<file path="src/rtl/spi_req_pkg.sv">
// Shared types for the SPI request queue: controller states, queued command word, memory size.
// Pure declarations, no logic.
package spi_req_pkg;

    typedef enum logic [1:0] {
        IDLE,
        LAUNCH,
        WAIT_DONE
    } spi_req_state_t;

    typedef struct packed {
        logic       wr;
        logic [7:0] addr;
        logic [7:0] data;
    } spi_req_t;

    localparam int SPI_MEM_WORDS = 32;

endpackage

</file>
<file path="src/rtl/spi_req_fifo.sv">
// Synchronous FIFO of spi_req_t commands; head visible combinationally, flushed by rst.
// Push ignored when full, pop ignored when empty; a same-cycle pop does not make room for a push.
import spi_req_pkg::*;

module spi_req_fifo #(
    parameter int DEPTH = 4
) (
    input  logic                   clk,
    input  logic                   rst,
    input  logic                   push,
    input  spi_req_t               push_dat,
    input  logic                   pop,
    output spi_req_t               pop_dat,
    output logic                   full,
    output logic                   empty,
    output logic [$clog2(DEPTH):0] count
);
    localparam int PTR_W = $clog2(DEPTH);
    localparam int CNT_W = PTR_W + 1;

    spi_req_t         mem [DEPTH];
    logic [PTR_W-1:0] wr_ptr;
    logic [PTR_W-1:0] rd_ptr;
    logic             do_push;
    logic             do_pop;

    assign full    = (count == CNT_W'(DEPTH));
    assign empty   = (count == '0);
    assign do_push = push & ~full;
    assign do_pop  = pop & ~empty;
    assign pop_dat = mem[rd_ptr];

    always_ff @(posedge clk) begin
        if (do_push) begin
            mem[wr_ptr] <= push_dat;
        end
    end

    // DEPTH is a power of two, so the pointers wrap on their own
    always_ff @(posedge clk) begin
        if (rst) begin
            wr_ptr <= '0;
            rd_ptr <= '0;
            count  <= '0;
        end else begin
            if (do_push) begin
                wr_ptr <= wr_ptr + 1'b1;
            end
            if (do_pop) begin
                rd_ptr <= rd_ptr + 1'b1;
            end
            if (do_push && !do_pop) begin
                count <= count + 1'b1;
            end else if (!do_push && do_pop) begin
                count <= count - 1'b1;
            end
        end
    end

endmodule

</file>
<file path="src/rtl/spi_req_queue.sv">
// Queues SPI commands, runs them one at a time on the master (held in m_rst between runs), returns one response each.
// Push-to-launch 2 cycles; response the cycle after m_done; no new launch while a response is held.
// SPI_REQ_TIMEOUT_EN adds a WAIT_DONE timeout of TIMEOUT cycles reported via rsp_err/rsp_timeout.
import spi_req_pkg::*;

module spi_req_queue #(
    parameter int DEPTH   = 4,
    parameter int TIMEOUT = 256
) (
    input  logic       clk,
    input  logic       rst,
    input  logic       req_valid,
    output logic       req_ready,
    input  logic       req_wr,
    input  logic [7:0] req_addr,
    input  logic [7:0] req_data,
    output logic       rsp_valid,
    input  logic       rsp_ready,
    output logic [7:0] rsp_data,
    output logic [7:0] rsp_addr,
    output logic       rsp_err,
    output logic       rsp_timeout,
    output logic       m_rst,
    output logic       m_wr,
    output logic [7:0] m_addr,
    output logic [7:0] m_din,
    input  logic [7:0] m_dout,
    input  logic       m_done,
    input  logic       m_err
);
    localparam int CNT_W = $clog2(DEPTH) + 1;

    if (DEPTH < 2 || (DEPTH & (DEPTH - 1)) != 0 || TIMEOUT < 2) begin : g_param_chk
        $error("spi_req_queue: DEPTH must be a power of two >= 2 and TIMEOUT >= 2");
    end

    spi_req_state_t   state;
    spi_req_t         push_req;
    spi_req_t         head;
    logic             fifo_full;
    logic             fifo_empty;
    logic             fifo_pop;
    logic [CNT_W-1:0] fifo_count;

    assign push_req  = '{wr: req_wr, addr: req_addr, data: req_data};
    assign req_ready = ~rst & (fifo_count != CNT_W'(DEPTH));
    assign fifo_pop  = (state == IDLE) & ~fifo_empty & ~rsp_valid;

    spi_req_fifo #(.DEPTH(DEPTH)) u_fifo (
        .clk      (clk),
        .rst      (rst),
        .push     (req_valid & ~fifo_full),
        .push_dat (push_req),
        .pop      (fifo_pop),
        .pop_dat  (head),
        .full     (fifo_full),
        .empty    (fifo_empty),
        .count    (fifo_count)
    );

`ifdef SPI_REQ_TIMEOUT_EN
    localparam int TMR_W = $clog2(TIMEOUT) + 1;

    logic [TMR_W-1:0] timer;
    logic             expired;

    assign expired = (timer == TMR_W'(TIMEOUT - 1));

    always_ff @(posedge clk) begin
        if (rst || state == LAUNCH) begin
            timer <= '0;
        end else if (state == WAIT_DONE && !m_done && timer != '1) begin
            timer <= timer + 1'b1;
        end
    end
`else
    assign rsp_timeout = 1'b0;
`endif

    always_ff @(posedge clk) begin
        if (rst) begin
            state     <= IDLE;
            rsp_valid <= 1'b0;
            rsp_data  <= 8'h00;
            rsp_addr  <= 8'h00;
            rsp_err   <= 1'b0;
`ifdef SPI_REQ_TIMEOUT_EN
            rsp_timeout <= 1'b0;
`endif
            m_rst     <= 1'b1;
            m_wr      <= 1'b0;
            m_addr    <= 8'h00;
            m_din     <= 8'h00;
        end else begin
            if (rsp_valid && rsp_ready) begin
                rsp_valid <= 1'b0;
            end
            case (state)
                IDLE: begin
                    m_rst <= 1'b1;
                    if (fifo_pop) begin
                        m_wr   <= head.wr;
                        m_addr <= head.addr;
                        m_din  <= head.data;
                        state  <= LAUNCH;
                    end
                end
                LAUNCH: begin
                    m_rst <= 1'b0;
                    state <= WAIT_DONE;
                end
                WAIT_DONE: begin
                    // m_done beats a simultaneous timeout expiry
                    if (m_done) begin
                        rsp_data  <= m_wr ? 8'h00 : m_dout;
                        rsp_addr  <= m_addr;
                        rsp_err   <= m_err;
`ifdef SPI_REQ_TIMEOUT_EN
                        rsp_timeout <= 1'b0;
`endif
                        rsp_valid <= 1'b1;
                        m_rst     <= 1'b1;
                        state     <= IDLE;
                    end
`ifdef SPI_REQ_TIMEOUT_EN
                    else if (expired) begin
                        rsp_data    <= 8'h00;
                        rsp_addr    <= m_addr;
                        rsp_err     <= 1'b1;
                        rsp_timeout <= 1'b1;
                        rsp_valid   <= 1'b1;
                        m_rst       <= 1'b1;
                        state       <= IDLE;
                    end
`endif
                end
                default: begin
                    m_rst <= 1'b1;
                    state <= IDLE;
                end
            endcase
        end
    end

endmodule

</file>
<file path="config.mk">
export PLATFORM = sky130hd
export DESIGN_NAME = spi_req_queue
export DESIGN_NICKNAME = d
export VERILOG_FILES = /design/src/rtl/spi_req_pkg.sv /design/src/rtl/spi_req_fifo.sv /design/src/rtl/spi_req_queue.sv
export SDC_FILE = /design/constraint.sdc
export NUM_CORES = 1
export LEC_CHECK = 0
export CORE_MARGIN = 5
export CORE_UTILIZATION = 57
export DETAILED_ROUTE_END_ITERATION = 8
export GPL_ROUTABILITY_DRIVEN = 0
export PLACE_DENSITY = 0.82
export SYNTH_ARGS = -nofsm -noshare
export SYNTH_HDL_FRONTEND = slang
export SYNTH_SLANG_ARGS = --single-unit
</file>
<file path="constraint.sdc">
create_clock -name clk -period 5.95 [get_ports clk]
set_clock_uncertainty 0.05 [all_clocks]
set_input_delay 0.595 -clock clk [delete_from_list [all_inputs] [get_ports clk]]
set_output_delay 0.595 -clock clk [all_outputs]
set_load 0.005 [all_outputs]
</file>
; ---- Word level (Yosys, flattened, before mapping)
; Memories as Yosys holds them, arrays and structs flattened. A register that Yosys moved wholly into a read port is not among the register bits.
; Index checks and enable logic that the tools add are counted.
[word_totals]
reg_bits = 28
mem_bits_rw = 68
input_bits = 31
out_inout_bits = 38
wordCells = 54
mem_count = 1
[mem_list]
columns = memory, words, width, read_ports, rd_ports_with_merged_regs, wr, line
row1 = u_fifo.mem, 4, 17, 1, 1, 1, spi_req_fifo.sv:21  ; spi_req_t mem [DEPTH];
[classes]
add_sub_neg = 4
eq_ne = 6
muxes = 13
n_bitwise = 10
n_reduce_logical = 11
[ops]
columns = operator, n
row1 = $mux 8, 1
row2 = $and 1x1->1, 6
row3 = $mux 1, 6
row4 = $mux 3, 2
row5 = $pmux 2 s3, 1
row6 = $reduce_and 2->1, 3
row7 = $add 2x1->2 const B, 2
row8 = $mux 2, 2
row9 = $not 1->1, 4
row10 = $add 3x1->3 const B, 1
row11 = $eq 3x3->1 const B, 1
row12 = $logic_and 1x1->1, 3
row13 = $logic_not 3->1, 1
row14 = $ne 3x3->1 const B, 1
row15 = $sub 3x1->3 const B, 1
row16 = $eq 2x1->1 const B, 1
row17 = $eq 2x2->1 const B, 1
row18 = $logic_not 1->1, 2
row19 = $logic_not 2->1, 1
row20 = $ne 2x1->1 const B, 1
row21 = $ne 2x2->1 const B, 1
row22 = $pmux 1 s2, 1
row23 = $reduce_bool 2->1, 1

; ---- Longest topological paths before layout
[depth]
ltp_word = 8
mapped_depth = 10
ltp_nobuf = 8

; ---- By module
; From an unflattened synthesis, not the netlist that was laid out.
[unflattened]
hier_cells = 295
area_unflattened_um2 = 4625.7
[modules_own_cells]
columns = mod, instances, cells_each, area_each_um2, seq_area_each_um2
row1 = spi_req_fifo, 1, 137, 2936.6, 2222.1
row2 = spi_req_queue, 1, 158, 1689.1, 760.7

; ---- Worst setup path before layout
; OpenSTA, ideal clock, no wires.
[synth_path]
path_kind = register -> register
from = register u_fifo.count[0]
to = register u_fifo.count[2]
setup_ns = 0.070
t_arrival_ns = 2.295
required_time_ns = 5.830
setup_slack_ns = 3.534
stages_incl_launch_ff = 11
synth_period_minus_slack_ns = 2.416
path_cell_list = dfxtp_1 or3_1 buf_2 clkbuf_1 nand2_1 ha_1 inv_1 fa_1 xor2_1 or3_1 a21oi_1
[synth_via]
elab_chain_cells = 8
elab_cells_between_ends = 18
classes_between = 2 x add/sub / 1 x eq/ne / 2 x mux / 7 x bitwise / 6 x reduce/logical
[synth_rtl]
columns = item, line
row1 = from (decl), spi_req_fifo.sv:16  ; output logic [$clog2(DEPTH):0] count
row2 = from (signal assigned), spi_req_fifo.sv:53  ; count <= count + 1'b1;
row3 = from (signal assigned), spi_req_fifo.sv:55  ; count <= count - 1'b1;
row4 = $logic_not 3->1, spi_req_fifo.sv:28  ; assign empty = (count == '0);
row5 = $not 1->1, "spi_req_fifo.sv:30, spi_req_queue.sv:47"
row6 = $and 1x1->1 (2 in a row), spi_req_queue.sv:47  ; assign fifo_pop = (state == IDLE) & ~fifo_empty & ~rsp_valid;
row7 = $and 1x1->1, spi_req_fifo.sv:30  ; assign do_pop = pop & ~empty;
row8 = $logic_not 1->1, spi_req_fifo.sv:52  ; if (do_push && !do_pop) begin
row9 = $logic_and 1x1->1, spi_req_fifo.sv:52
row10 = $mux 3 / $reduce_bool 2->1 (equally long branches), -
; Parallel ways exist; a longest one is shown, timed or not. The select of a mux whose other input is x is not followed.
; A chain may end at the register's enable or synchronous reset.

; ---- Final worst setup path
[layout_path]
from = input rst
to = output req_ready
[layout_via]
elab_chain_cells = 2
[layout_rtl]
columns = item, line
row1 = from (decl), spi_req_queue.sv:11  ; input logic rst,
row2 = $not 1->1, spi_req_queue.sv:46  ; assign req_ready = ~rst & (fifo_count != CNT_W'(DEPTH));
row3 = $and 1x1->1, spi_req_queue.sv:46
row4 = to (decl), spi_req_queue.sv:13  ; output logic req_ready,
; Every way passes these cells.

==> results by group <==
Status
  • Status: complete, no violations

CTS
  • Worst-Skew Late Latency: 500 ps
  • H-tree depth: 4
  • CTS Buf Count: 17
  • Worst-path clk slew: 50 ps
  • Root Buffer: clkbuf_8
  • Clock Tree Buf Depth: 2
  • Cts hold-fix bufs: 0
  • CTS tree: done
  • CTS resizes: 0
  • Sink Count: 113
  • Postcts setup bufs: 0

Pwr
  • Leakage: 1.91 nW
  • Sw power: 727 uW
  • Internal power: 1.97 mW
  • Logic gate share of total power: 23.3%
  • Clock Power Share: 38.5%
  • Seq pwr share: 38.1%
  • Max rail drop VDD: 0.000336 V
  • Sw Share: 26.9%
  • Power Total: 2.70 mW
  • Pwr/cell area: 481 nW/um2

Logic synthesis
  • Mean area per synthesized cell: 14.0 um2
  • Leading area contributor after synthesis: edfxtp_1
  • Syn. warnings: 0
  • Top cell type's share of synthesized area: 47.6%
  • Syn Nets: 343
  • Mapped Cells: 306
  • Synthesized flop and latch total: 113
  • Sequential area share after synthesis: 68.7%
  • Synth top area cells: edfxtp_1 (48%), dfxtp_1 (21%), mux4_2 (8.9%)
  • Post-synth cell types: 30
  • Synthesized area: 4290 um2

Cells and area
  • Share of layout cells above drive strength 1: 13.7%
  • Seq. cell area: 2940 um2
  • Post-route insts no fill: 487
  • Area Overhead vs Synth: 31.1%
  • Cell area after layout: 5620 um2
  • Post-layout util: 77.1%
  • Commonest non-fill, non-tap cell in the layout: edfxtp_1
  • Multi-input logic area: 1240 um2
  • Most frequent cells in the layout: edfxtp_1 (68), clkdlybuf4s50_1 (67), dfxtp_1 (45)
  • Antenna cells: 0
  • Fill cells: 460
  • Nets: 412

Worst setup path
  • Crit path kind: primary input to output port
  • Crit path capture type: output port
  • Crit-path max FO: 47
  • R2R cell count: 8
  • CP arrival: 2040 ps
  • Crit path required time: 5310 ps
  • Crit path launch type: primary input

Placement
  • Dpl cells: 455
  • Detail Placement HPWL: 5.57 mm
  • Pre-CTS setup slack: 3240 ps
  • Port Buffers: 67
  • Placed cell area: 5010 um2

Floorplan
  • DIE HEIGHT: 96.7 um
  • Total Die Area: 9350 um2
  • Die width: 96.7 um
  • Ports: 69
  • Row count: 31
  • Initial core utilization: 58.8%
  • Area of the core: 7290 um2

Run
  • Max-Cap Viols: 0

STA
  • Setup TNS: 0 ps
  • Setup WS post-layout: 3270 ps
  • Final hold vios: 0
  • Max Slew Vio Count: 0
  • Tmin final: 2680 ps
  • Final setup violation count: 0
  • Worst hold slack: 400 ps
  • Period utilisation layout: 45.1%
  • Worst-margin pin slew: 1080 ps
  • RSZ-0062 raised after global routing: no
  • Max_slew headroom: 27.4%
  • Max Fclk: 373 MHz

Detailed routing
  • DRC viols: 0
  • Vias per cell: 5.61
  • DR WL/cell: 18.0 um
  • Final wirelength: 8.77 mm
  • Post-DRT Antenna Nets: 0
  • Iter 0 DRT Violations: 177
  • Via Count: 2,733
  • DR pass1 iterations: 7

Global route
  • Largest net degree at the start of global routing: 48
  • Initial antenna violation count: 0
  • Vias in the first global route: 2,797
  • Final global-route overflow total: 0
  • Global-route usage over all layers: 19.6%
  • Global-route wire length before repair: 14.4 mm

Min path
  • Hold WC Path Type: flip-flop to flip-flop
  • Hold Path Stages: 2
[metal layers]
metal  GRT usage, %  up-vias  wire length [um]
li1               -     1283                 -
met1           23.6     1358              3770
met2           32.1       83              4430
met3           7.63        9               491
met4           7.24        0                80
met5              0        -                 0
[cells in the mapped netlist]
cell and instances:
or3_1 4, a21oi_1 40, buf_2 7, or3b_2 2, nand3b_1 9, inv_1 4, clkbuf_2 1, o21ai_0 21
nor3b_1 1, buf_4 2, nor3_2 2, ha_1 5, conb_1 1, mux2_2 1, mux4_2 17, nand2_1 27
nand2b_1 3, nor2b_1 1, xor2_1 2, and3_1 4, dfxtp_1 45, nand3_1 20, fa_1 1, o21ai_1 1
clkbuf_1 7, buf_1 2, mux2i_1 1, and3b_1 1, edfxtp_1 68, nor2_1 6
[final timing paths]
check	startpoint	to	slack [ps]
setup / recovery	rst	req_ready	3270
hold / removal	rsp_data[6]	rsp_data[6]	400
setup reg to reg	state[1]	u_fifo.count[2]	3330
hold reg to reg	rsp_data[6]	rsp_data[6]	400
[logic make-up (layout without fill, tap and decap cells)]
group | after synthesis | count (layout) | synth area share [%]
adder cells (fa/ha/maj) | 6 | 6 | 1.93
flip-flops | 113 | 113 | 68.7
AND/OR/NAND/NOR | 80 | 80 | 9.81
XOR/XNOR | 2 | 2 | 0.409
multiplexers | 19 | 19 | 9.43
buffers and inverters | 23 | 105 | 2.42
other | 1 | 1 | 0.0875
AO/OA/AOI/OAI | 62 | 62 | 7.24
[power groups by stage]
| stage | clock network (mW) | logic, mW | registers (mW) |
|---|---|---|---|
| 4_1_cts | 1.05 | 0.638 | 1.03 |
| 3_5_place_dp | 0 | 0.622 | 1.04 |
| 2_1_floorplan | 0 | 0.409 | 1.02 |
| 3_3_place_gp | 0 | 0.609 | 1.03 |
| 6_report | 1.04 | 0.630 | 1.03 |
| 5_1_grt | 1.10 | 0.692 | 1.04 |
[area by class of cell]
cell class | instances | share of cell area (%)
repair buffers | 69 | 12.2
well taps | 99 | 2.20
inverters | 4 | 0.267
flip-flops and latches | 113 | 52.4
clock inverters | 13 | 3.41
clock buffers | 19 | 7.50
multi-input cells | 170 | 22.0
[state kept, by name, summed over array words and instances, names as in the netlist]
| name | count |
|---|---|
| u_fifo.mem | 68 |
| m_addr | 8 |
| m_din | 8 |
| rsp_addr | 8 |
| rsp_data | 8 |
| u_fifo.count | 3 |
| state | 2 |
| u_fifo.rd_ptr | 2 |
| u_fifo.wr_ptr | 2 |
| m_rst | 1 |
| m_wr | 1 |
| rsp_err | 1 |
| rsp_valid | 1 |
[critical path: stages]
cell             delay, ps
clkdlybuf4s50_1        460
buf_4                  400
nor2_1                 100
clkdlybuf4s50_1        460
Power figures use the tool's default switching activity.
